==> config.mk <==
export PLATFORM = sky130hd
export DESIGN_NAME = pipe_issue_ctrl
export DESIGN_NICKNAME = d
export VERILOG_FILES = /design/src/rtl/pipe_issue_ctrl_pkg.sv /design/src/rtl/pipe_issue_ctrl_instr_fifo.sv /design/src/rtl/pipe_issue_ctrl.sv
export SDC_FILE = /design/constraint.sdc
export NUM_CORES = 1
export LEC_CHECK = 0
export CAP_MARGIN = 30
export CORE_MARGIN = 2
export CORE_UTILIZATION = 48
export CTS_BUF_LIST = sky130_fd_sc_hd__clkbuf_16
export DETAILED_ROUTE_END_ITERATION = 6
export PLACE_DENSITY = 0.81
export SLEW_MARGIN = 20
export SYNTH_ARGS = -nofsm -noshare
export SYNTH_HDL_FRONTEND = slang
export SYNTH_HIERARCHICAL = 1
export SYNTH_SLANG_ARGS = --single-unit
==> constraint.sdc <==
create_clock -name clk -period 4.85 [get_ports clk]
set_clock_uncertainty 0.1 [all_clocks]
set_input_delay 1.2125 -clock clk [delete_from_list [all_inputs] [get_ports clk]]
set_output_delay 1.2125 -clock clk [all_outputs]
set_load 0.05 [all_outputs]
==> src/rtl/pipe_issue_ctrl_pkg.sv <==
// Shared definitions for the pipe_issue_ctrl issue controller: field widths, func codes,
// bubble encoding and the packed instruction / scoreboard layouts.
package pipe_issue_ctrl_pkg;

   localparam int unsigned REG_W   = 4;
   localparam int unsigned FUNC_W  = 4;
   localparam int unsigned ADDR_W  = 8;
   localparam int unsigned ICNT_W  = 16;

   localparam logic [FUNC_W-1:0] FN_ADD   = 4'd0;
   localparam logic [FUNC_W-1:0] FN_SUB   = 4'd1;
   localparam logic [FUNC_W-1:0] FN_MUL   = 4'd2;
   localparam logic [FUNC_W-1:0] FN_PASSA = 4'd3;
   localparam logic [FUNC_W-1:0] FN_PASSB = 4'd4;
   localparam logic [FUNC_W-1:0] FN_AND   = 4'd5;
   localparam logic [FUNC_W-1:0] FN_OR    = 4'd6;
   localparam logic [FUNC_W-1:0] FN_XOR   = 4'd7;
   localparam logic [FUNC_W-1:0] FN_NOT   = 4'd8;
   localparam logic [FUNC_W-1:0] FN_INC   = 4'd9;
   localparam logic [FUNC_W-1:0] FN_SHR   = 4'd10;
   localparam logic [FUNC_W-1:0] FN_SHL   = 4'd11;
   localparam logic [FUNC_W-1:0] MAX_FUNC = FN_SHL;

   localparam logic [REG_W-1:0]  NOP_RD   = 4'd15;
   localparam logic [ADDR_W-1:0] NOP_ADDR = 8'd255;
   localparam logic [FUNC_W-1:0] NOP_FUNC = FN_PASSA;

   // 24-bit instruction word {rs1,rs2,rd,func,addr}
   typedef struct packed {
      logic [REG_W-1:0]  rs1;
      logic [REG_W-1:0]  rs2;
      logic [REG_W-1:0]  rd;
      logic [FUNC_W-1:0] func;
      logic [ADDR_W-1:0] addr;
   } instr_t;

   typedef struct packed {
      logic             valid;
      logic [REG_W-1:0] rd;
   } sb_entry_t;

   localparam instr_t NOP_INSTR = '{rs1: 4'd0, rs2: 4'd0, rd: NOP_RD, func: NOP_FUNC, addr: NOP_ADDR};

   // The bubble register is reserved, so it can never be a real destination.
   function automatic logic is_legal(input instr_t ins);
      return (ins.func <= MAX_FUNC) && (ins.rd != NOP_RD);
   endfunction

endpackage

==> src/rtl/pipe_issue_ctrl_instr_fifo.sv <==
// Synchronous instruction FIFO with combinational head read; push and pop may coincide.
module pipe_issue_ctrl_instr_fifo
   import pipe_issue_ctrl_pkg::*;
#(
   parameter int unsigned DEPTH = 4
) (
   input  logic                   clk,
   input  logic                   rst_n,
   input  logic                   push,
   input  instr_t                 push_data,
   input  logic                   pop,
   output logic                   full,
   output logic                   empty,
   output logic [$clog2(DEPTH):0] count,
   output instr_t                 head
);

   localparam int unsigned PTR_W = $clog2(DEPTH);
   localparam int unsigned CNT_W = PTR_W + 1;

   instr_t             mem_q [DEPTH];
   instr_t             mem_d [DEPTH];
   logic [PTR_W-1:0]   wr_ptr_q, wr_ptr_d;
   logic [PTR_W-1:0]   rd_ptr_q, rd_ptr_d;
   logic [CNT_W-1:0]   count_q, count_d;
   logic               push_ok_c, pop_ok_c;

   assign full      = (count_q == CNT_W'(DEPTH));
   assign empty     = (count_q == '0);
   assign count     = count_q;
   assign head      = mem_q[rd_ptr_q];
   assign push_ok_c = push && !full;
   assign pop_ok_c  = pop && !empty;

   always_comb begin
      mem_d    = mem_q;
      wr_ptr_d = wr_ptr_q;
      rd_ptr_d = rd_ptr_q;
      count_d  = count_q;
      if (push_ok_c) begin
         mem_d[wr_ptr_q] = push_data;
         wr_ptr_d        = wr_ptr_q + PTR_W'(1);
      end
      if (pop_ok_c) begin
         rd_ptr_d = rd_ptr_q + PTR_W'(1);
      end
      case ({push_ok_c, pop_ok_c})
         2'b10:   count_d = count_q + CNT_W'(1);
         2'b01:   count_d = count_q - CNT_W'(1);
         default: count_d = count_q;
      endcase
   end

   always_ff @(posedge clk) begin
      if (!rst_n) begin
         wr_ptr_q <= '0;
         rd_ptr_q <= '0;
         count_q  <= '0;
      end else begin
         wr_ptr_q <= wr_ptr_d;
         rd_ptr_q <= rd_ptr_d;
         count_q  <= count_d;
      end
   end

   // Storage needs no reset; occupancy alone decides what is readable.
   always_ff @(posedge clk) begin
      mem_q <= mem_d;
   end

endmodule

==> src/rtl/pipe_issue_ctrl.sv <==
// Issue controller: buffers instructions, interlocks RAW hazards against recently issued
// destinations, fills stalls with NOP bubbles and delays func by one cycle for the ALU stage.
module pipe_issue_ctrl
   import pipe_issue_ctrl_pkg::*;
#(
   parameter int unsigned DEPTH     = 4,
   parameter int unsigned HAZ_DEPTH = 2
) (
   input  logic                   clk,
   input  logic                   rst_n,
   input  logic                   in_valid,
   output logic                   in_ready,
   input  logic [REG_W-1:0]       in_rs1,
   input  logic [REG_W-1:0]       in_rs2,
   input  logic [REG_W-1:0]       in_rd,
   input  logic [FUNC_W-1:0]      in_func,
   input  logic [ADDR_W-1:0]      in_addr,
   output logic [REG_W-1:0]       iss_rs1,
   output logic [REG_W-1:0]       iss_rs2,
   output logic [REG_W-1:0]       iss_rd,
   output logic [ADDR_W-1:0]      iss_addr,
   output logic [FUNC_W-1:0]      iss_func,
   output logic                   iss_valid,
   output logic                   stall,
   output logic                   illegal,
   output logic [$clog2(DEPTH):0] fifo_count,
   output logic [ICNT_W-1:0]      issue_cnt
);

   instr_t              in_instr_c, head_c;
   logic                fifo_full_c, fifo_empty_c;
   logic                accept_c, legal_c, push_c, pop_c, hazard_c;

   instr_t              iss_q, iss_d;
   logic                iss_valid_q, iss_valid_d;
   logic                stall_q, stall_d;
   logic                illegal_q, illegal_d;
   logic [FUNC_W-1:0]   func_skew_q, func_skew_d;
   logic [ICNT_W-1:0]   issue_cnt_q, issue_cnt_d;
   sb_entry_t           sb_q [HAZ_DEPTH];
   sb_entry_t           sb_d [HAZ_DEPTH];

   assign in_instr_c = '{rs1: in_rs1, rs2: in_rs2, rd: in_rd, func: in_func, addr: in_addr};
   assign in_ready   = !fifo_full_c;
   assign accept_c   = in_valid && in_ready;
   assign legal_c    = is_legal(in_instr_c);
   assign push_c     = accept_c && legal_c;
   assign pop_c      = !fifo_empty_c && !hazard_c;

   pipe_issue_ctrl_instr_fifo #(.DEPTH(DEPTH)) u_fifo (
      .clk       (clk),
      .rst_n     (rst_n),
      .push      (push_c),
      .push_data (in_instr_c),
      .pop       (pop_c),
      .full      (fifo_full_c),
      .empty     (fifo_empty_c),
      .count     (fifo_count),
      .head      (head_c)
   );

   // Head may not read any destination still in flight towards the regbank.
   always_comb begin
      hazard_c = 1'b0;
      for (int unsigned i = 0; i < HAZ_DEPTH; i++) begin
         if (sb_q[i].valid && ((head_c.rs1 == sb_q[i].rd) || (head_c.rs2 == sb_q[i].rd))) begin
            hazard_c = 1'b1;
         end
      end
   end

   always_comb begin
      iss_d       = NOP_INSTR;
      iss_valid_d = 1'b0;
      stall_d     = !fifo_empty_c && hazard_c;
      illegal_d   = accept_c && !legal_c;
      func_skew_d = iss_q.func;
      issue_cnt_d = issue_cnt_q;
      sb_d        = sb_q;
      if (pop_c) begin
         iss_d       = head_c;
         iss_valid_d = 1'b1;
         issue_cnt_d = issue_cnt_q + ICNT_W'(1);
      end
      sb_d[0] = '{valid: pop_c, rd: head_c.rd};
      for (int unsigned i = 1; i < HAZ_DEPTH; i++) begin
         sb_d[i] = sb_q[i-1];
      end
   end

   always_ff @(posedge clk) begin
      if (!rst_n) begin
         iss_q       <= NOP_INSTR;
         iss_valid_q <= 1'b0;
         stall_q     <= 1'b0;
         illegal_q   <= 1'b0;
         func_skew_q <= NOP_FUNC;
         issue_cnt_q <= '0;
         sb_q        <= '{default: '0};
      end else begin
         iss_q       <= iss_d;
         iss_valid_q <= iss_valid_d;
         stall_q     <= stall_d;
         illegal_q   <= illegal_d;
         func_skew_q <= func_skew_d;
         issue_cnt_q <= issue_cnt_d;
         sb_q        <= sb_d;
      end
   end

   assign iss_rs1   = iss_q.rs1;
   assign iss_rs2   = iss_q.rs2;
   assign iss_rd    = iss_q.rd;
   assign iss_addr  = iss_q.addr;
   assign iss_func  = func_skew_q;
   assign iss_valid = iss_valid_q;
   assign stall     = stall_q;
   assign illegal   = illegal_q;
   assign issue_cnt = issue_cnt_q;

endmodule

; Word level (Yosys, flattened, before mapping)
; Cells that the tools add are included.
[totals]
output_inout_bits = 47
register_bits = 160
in_bits = 27
[classes]
order_cmp = 4
eq_ne = 8
muxes = 10
n_bitwise = 2
reduce_logical = 20
add_sub_neg = 5
[op_table]
columns = op, n
row1 = $bwmux 96, 1
row2 = $mux 24, 3
row3 = $bmux 24 s2, 1
row4 = $demux 24 s2, 1
row5 = $add 16x1->16 const B, 1
row6 = $eq 4x4->1, 4
row7 = $logic_and 1x1->1, 11
row8 = $ge 3x3->1 const B, 2
row9 = $not 2->3, 2
row10 = $pmux 3 s2, 1
row11 = $add 2x1->2 const B, 2
row12 = $le 4x4->1 const B, 1
row13 = $logic_not 1->1, 4
row14 = $ne 4x4->1 const B, 1
row15 = $add 3x1->3 const B, 1
row16 = $eq 3x3->1 const B, 1
row17 = $logic_not 3->1, 1
row18 = $lt 3x1->1 const B, 1
row19 = $mux 1, 3
row20 = $sub 3x1->3 const B, 1
row21 = $eq 2x1->1 const B, 1
row22 = $eq 2x2->1 const B, 1
row23 = $logic_or 1x1->1, 2
row24 = $reduce_and 2->1, 1
row25 = $reduce_bool 2->1, 1

; Logic depth before layout (Yosys ltp)
[depth]
word_depth = 14
mapped_depth = 17
depth_no_buf = 13

; Modules after synthesis
; The synthesis kept the hierarchy.
[by_module_without_submodules]
columns = module, area_per_inst_um2, cells_each, instances, seq_area_each_um2
row1 = pipe_issue_ctrl_instr_fifo, 3957.5, 177, 1, 3022.9
row2 = pipe_issue_ctrl, 2058.2, 202, 1, 1121.1

; Worst setup path before layout
; OpenSTA, ideal clock, no wires.
[synth_timing]
kind = register to register
start = register u_fifo.rd_ptr_q[0]
end = register u_fifo.count_q[2] (netlist: u_fifo/count[2])
setup_ps = 76
t_required_ps = 4674
arrival_ps = 3427
n_path_buf = 4
path_stages_with_launch = 18
slack_ps = 1247
period_less_slack_ps = 3603
path_cell_list = dfxtp_1 > buf_6 > buf_12 > mux4_2 > xor2_1 > nor4_1 > o21ai_1 > nand3b_2 > buf_6 > buf_2 > inv_1 > nor2b_1 > ha_1 > inv_1 > fa_1 > xor2_1 > or3_1 > a21boi_0
[synth_rtl]
columns = element, line
row1 = start: declaration, pipe_issue_ctrl_instr_fifo.sv:24  ; logic [PTR_W-1:0] rd_ptr_q, rd_ptr_d;
row2 = start signal: assignment, pipe_issue_ctrl_instr_fifo.sv:61  ; rd_ptr_q <= rd_ptr_d;
row3 = end signal: assignment, pipe_issue_ctrl_instr_fifo.sv:62  ; count_q <= count_d;
row4 = end: declaration, pipe_issue_ctrl_instr_fifo.sv:25  ; logic [CNT_W-1:0] count_q, count_d;

==> metrics.yaml <==
yosys_warnings: 6
synth_nets: 413
outcome: "finished clean"
clk_pin_slew_ns: 0.06
startpoint: "u_fifo/rd_ptr_q[0]"
dp_slack_ns: 0.9983
intPower_mw: 2.789
peakVddDrop_mv: 0.3177
track_usage_pct: 17.98
cp-end-kind: "register"
grt_pass1_vias: 3502
layout_common_cells: "edfxtp_1 (96), clkdlybuf4s50_1 (73), dfxtp_1 (62)"
grt-ovfl-total: 0
cts_root_buffer: "clkbuf_16"
dieHeight_um: 116.0
cts_sinks: 159
worstSetupPathType: "register to register"
synth_top_cell_by_area: "edfxtp_1"
power.share.clock_pct: 31.1
wl_per_cell_um: 17.20
synth_top_area_share_pct: 47.92
drive_gt1_share_pct: 13.05
die-area_um2: 13440
pwr-share-seq_pct: 42.3
finalSetupViolations: 0
yosys.area_share.simple_pct: 10.88
cts_hold_buf: 0
synthCells: 379
hold_viol: 0
antenna_found_initial: 0
n_fill_cell: 937
wirelength_mm: 11.06
synthArstFlopShare_pct: 0
grt_pass1_wl_mm: 17.93
rr_worst_depth: 13
synth_top_family_by_area: "simple AND/OR/NAND/NOR gates"
max_freq_mhz: 270.0
yosysSeqAreaShare_pct: 68.89
insertion_delay_ns: 0.42
power_switching_mw: 1.274
synth-compound-area-share_pct: 3.453
synth_xor_area_share_pct: 2.766
ys_ff_latch: 159
fp-row-count: 40
port_buffers: 73
hp-start: "func_skew_d[0]"
diodes: 0
start_util_pct: 49.67
clockBufferDepth: 2
finalNetCount: 496
setup_slack_ns: 1.146
netlist-cell-type-count: 43
synthFlopType: "edfxtp_1"
worstMarginPinSlew_ns: 0.8635
numCtsBuffers: 17
drv_cap: 0
io_pins: 74
required_ns: 5.09
min_delay_path_depth: 1
layout_commonest_cell: "edfxtp_1"
synth_edf_count: 96
drv_slew: 0
routed-via-count: 3370
grt_max_degree: 46
period_minus_slack_ns: 3.704
hp-class: "register to register"
p_sw_share_pct: 31.35
drt_iter0_drc: 255
htree_levels: 4
core_um2: 12110
drt.antenna.violating_nets: 0
place_congestion: 0.7735
synth_area_um2: 6016
path_max_fanout: 13
p_leak_nw: 2.538
rsz0062_at_grt: "false"
tns_ns: 0
die_w_um: 116.0
via_per_inst: 5.241
avgSynthCellArea_um2: 15.87
synthAdderAreaFrac_pct: 1.581
cts_tree: "done"
dp_hpwl_mm: 7.373
setup.worst_path.start_class: "register"
drt_pass1_iterations: 6
slew-limit-headroom_pct: 42.37
synthMuxAreaShare_pct: 9.796
reg2reg_from: "u_fifo/rd_ptr_q[0]"
power.density_nw_per_um2: 543.7
syn_to_final_growth_pct: 24.23
whs_ns: 0.3046
comb_power_share_pct: 26.7
arrival_ns: 3.94
ctsResizeCount: 0
post-cts-setup-buffer-count: 0
period_share_pct: 76.37
synth_area_leaders: "edfxtp_1 (48%), dfxtp_1 (21%), mux4_2 (7.1%)"
drc: 0
flip-flops by register name, summed over array words and instances, names as in the netlist:
name	flops
illegal	1
iss_rs1	4
sb_q	5
iss_valid	1
u_fifo/count	3
u_fifo/wr_ptr_q	2
iss_func	4
func_skew_d	4
u_fifo/rd_ptr_q	2
iss_rd	4
stall	1
iss_addr	8
issue_cnt	16
iss_rs2	4
u_fifo/mem_q	96
sb_d	4
power groups by stage:
stage	clock [mW]	sequential (mW)	combinational, mW
4_1_cts	1.29	1.72	1.09
2_1_floorplan	0	1.96	0.591
5_1_grt	1.35	1.74	1.17
3_5_place_dp	0	1.75	1.08
3_3_place_gp	0	1.74	1.06
6_report	1.26	1.72	1.08
critical path: stages, from the launching register on:
cell	delay, ns
dfxtp_2	0.61
mux4_1	0.71
xor2_1	0.20
nor4_1	0.07
o21ai_1	0.24
nand3b_2	0.11
inv_1	0.10
nor2b_1	0.20
ha_1	0.21
inv_1	0.06
fa_1	0.37
xor2_1	0.16
or3_1	0.31
a21boi_0	0.17
Yosys cell counts, types with 2 or more instances:
cell and number:
mux4_2 19, nand2b_1 2, ha_1 6, and2_1 27, a21oi_1 9, or3_1 20
clkbuf_1 8, buf_6 2, inv_1 11, nor2_1 2, edfxtp_1 96, o31ai_1 5
o31a_1 2, mux2i_1 3, o21ai_1 3, buf_2 4, a21boi_0 2, o211ai_1 2
nor4_1 7, mux4_1 5, dfxtp_1 63, nand4_1 2, xor2_1 18, nand2_1 18
or4_1 7, buf_12 2, nand3_1 9, nor2b_1 2, o21a_1 2, o21ai_0 8
routing by layer:
metal	vias up	GRT usage (%)	part of all wire [%]
li1	1599	-	-
met1	1686	22.36	44
met2	75	29.94	51
met3	10	5.021	4.4
met4	0	7.302	1.3
met5	-	0	0
final timing paths:
path / slack, ns / end
max: 1.15 / u_fifo/count[2]
min: 0.30 / iss_func[0]
max reg2reg: 1.15 / u_fifo/count[2]
min reg2reg: 0.30 / iss_func[0]
per-stage QoR:
step	power [mW]	instance area, um2	util (%)	std cells
after global placement	2.802	6900	56.97	611
after floorplan	2.548	6016	-	379
after detailed placement	2.831	6900	56.97	611
after global routing	4.260	7473	61.70	643
after CTS	4.100	7473	61.70	643
final	4.063	7473	61.70	643
cell families (layout without fill, tap and decap cells):
kind of cell / Yosys count / count (layout)
adders and majority gates: 7 / 7
buffers and inverters: 28 / 124
xor gates and xnor gates: 19 / 19
and+or+nand+nor: 105 / 105
AOI/OAI and AO/OA: 34 / 34
muxes: 27 / 27
DFF: 159 / 159
area by class of cell:
| cell class | count | area [um2] | area share (%) |
|---|---|---|---|
| tap | 168 | 210.2 | 2.813 |
| inverter | 11 | 41.29 | 0.5525 |
| clock buffer | 17 | 425.4 | 5.692 |
| timing repair buffer | 81 | 790.8 | 10.58 |
| clock inverter | 15 | 147.6 | 1.976 |
| sequential | 159 | 4145 | 55.47 |
| multi-input combinational | 192 | 1713 | 22.92 |
(Power assumes the default switching activity.)
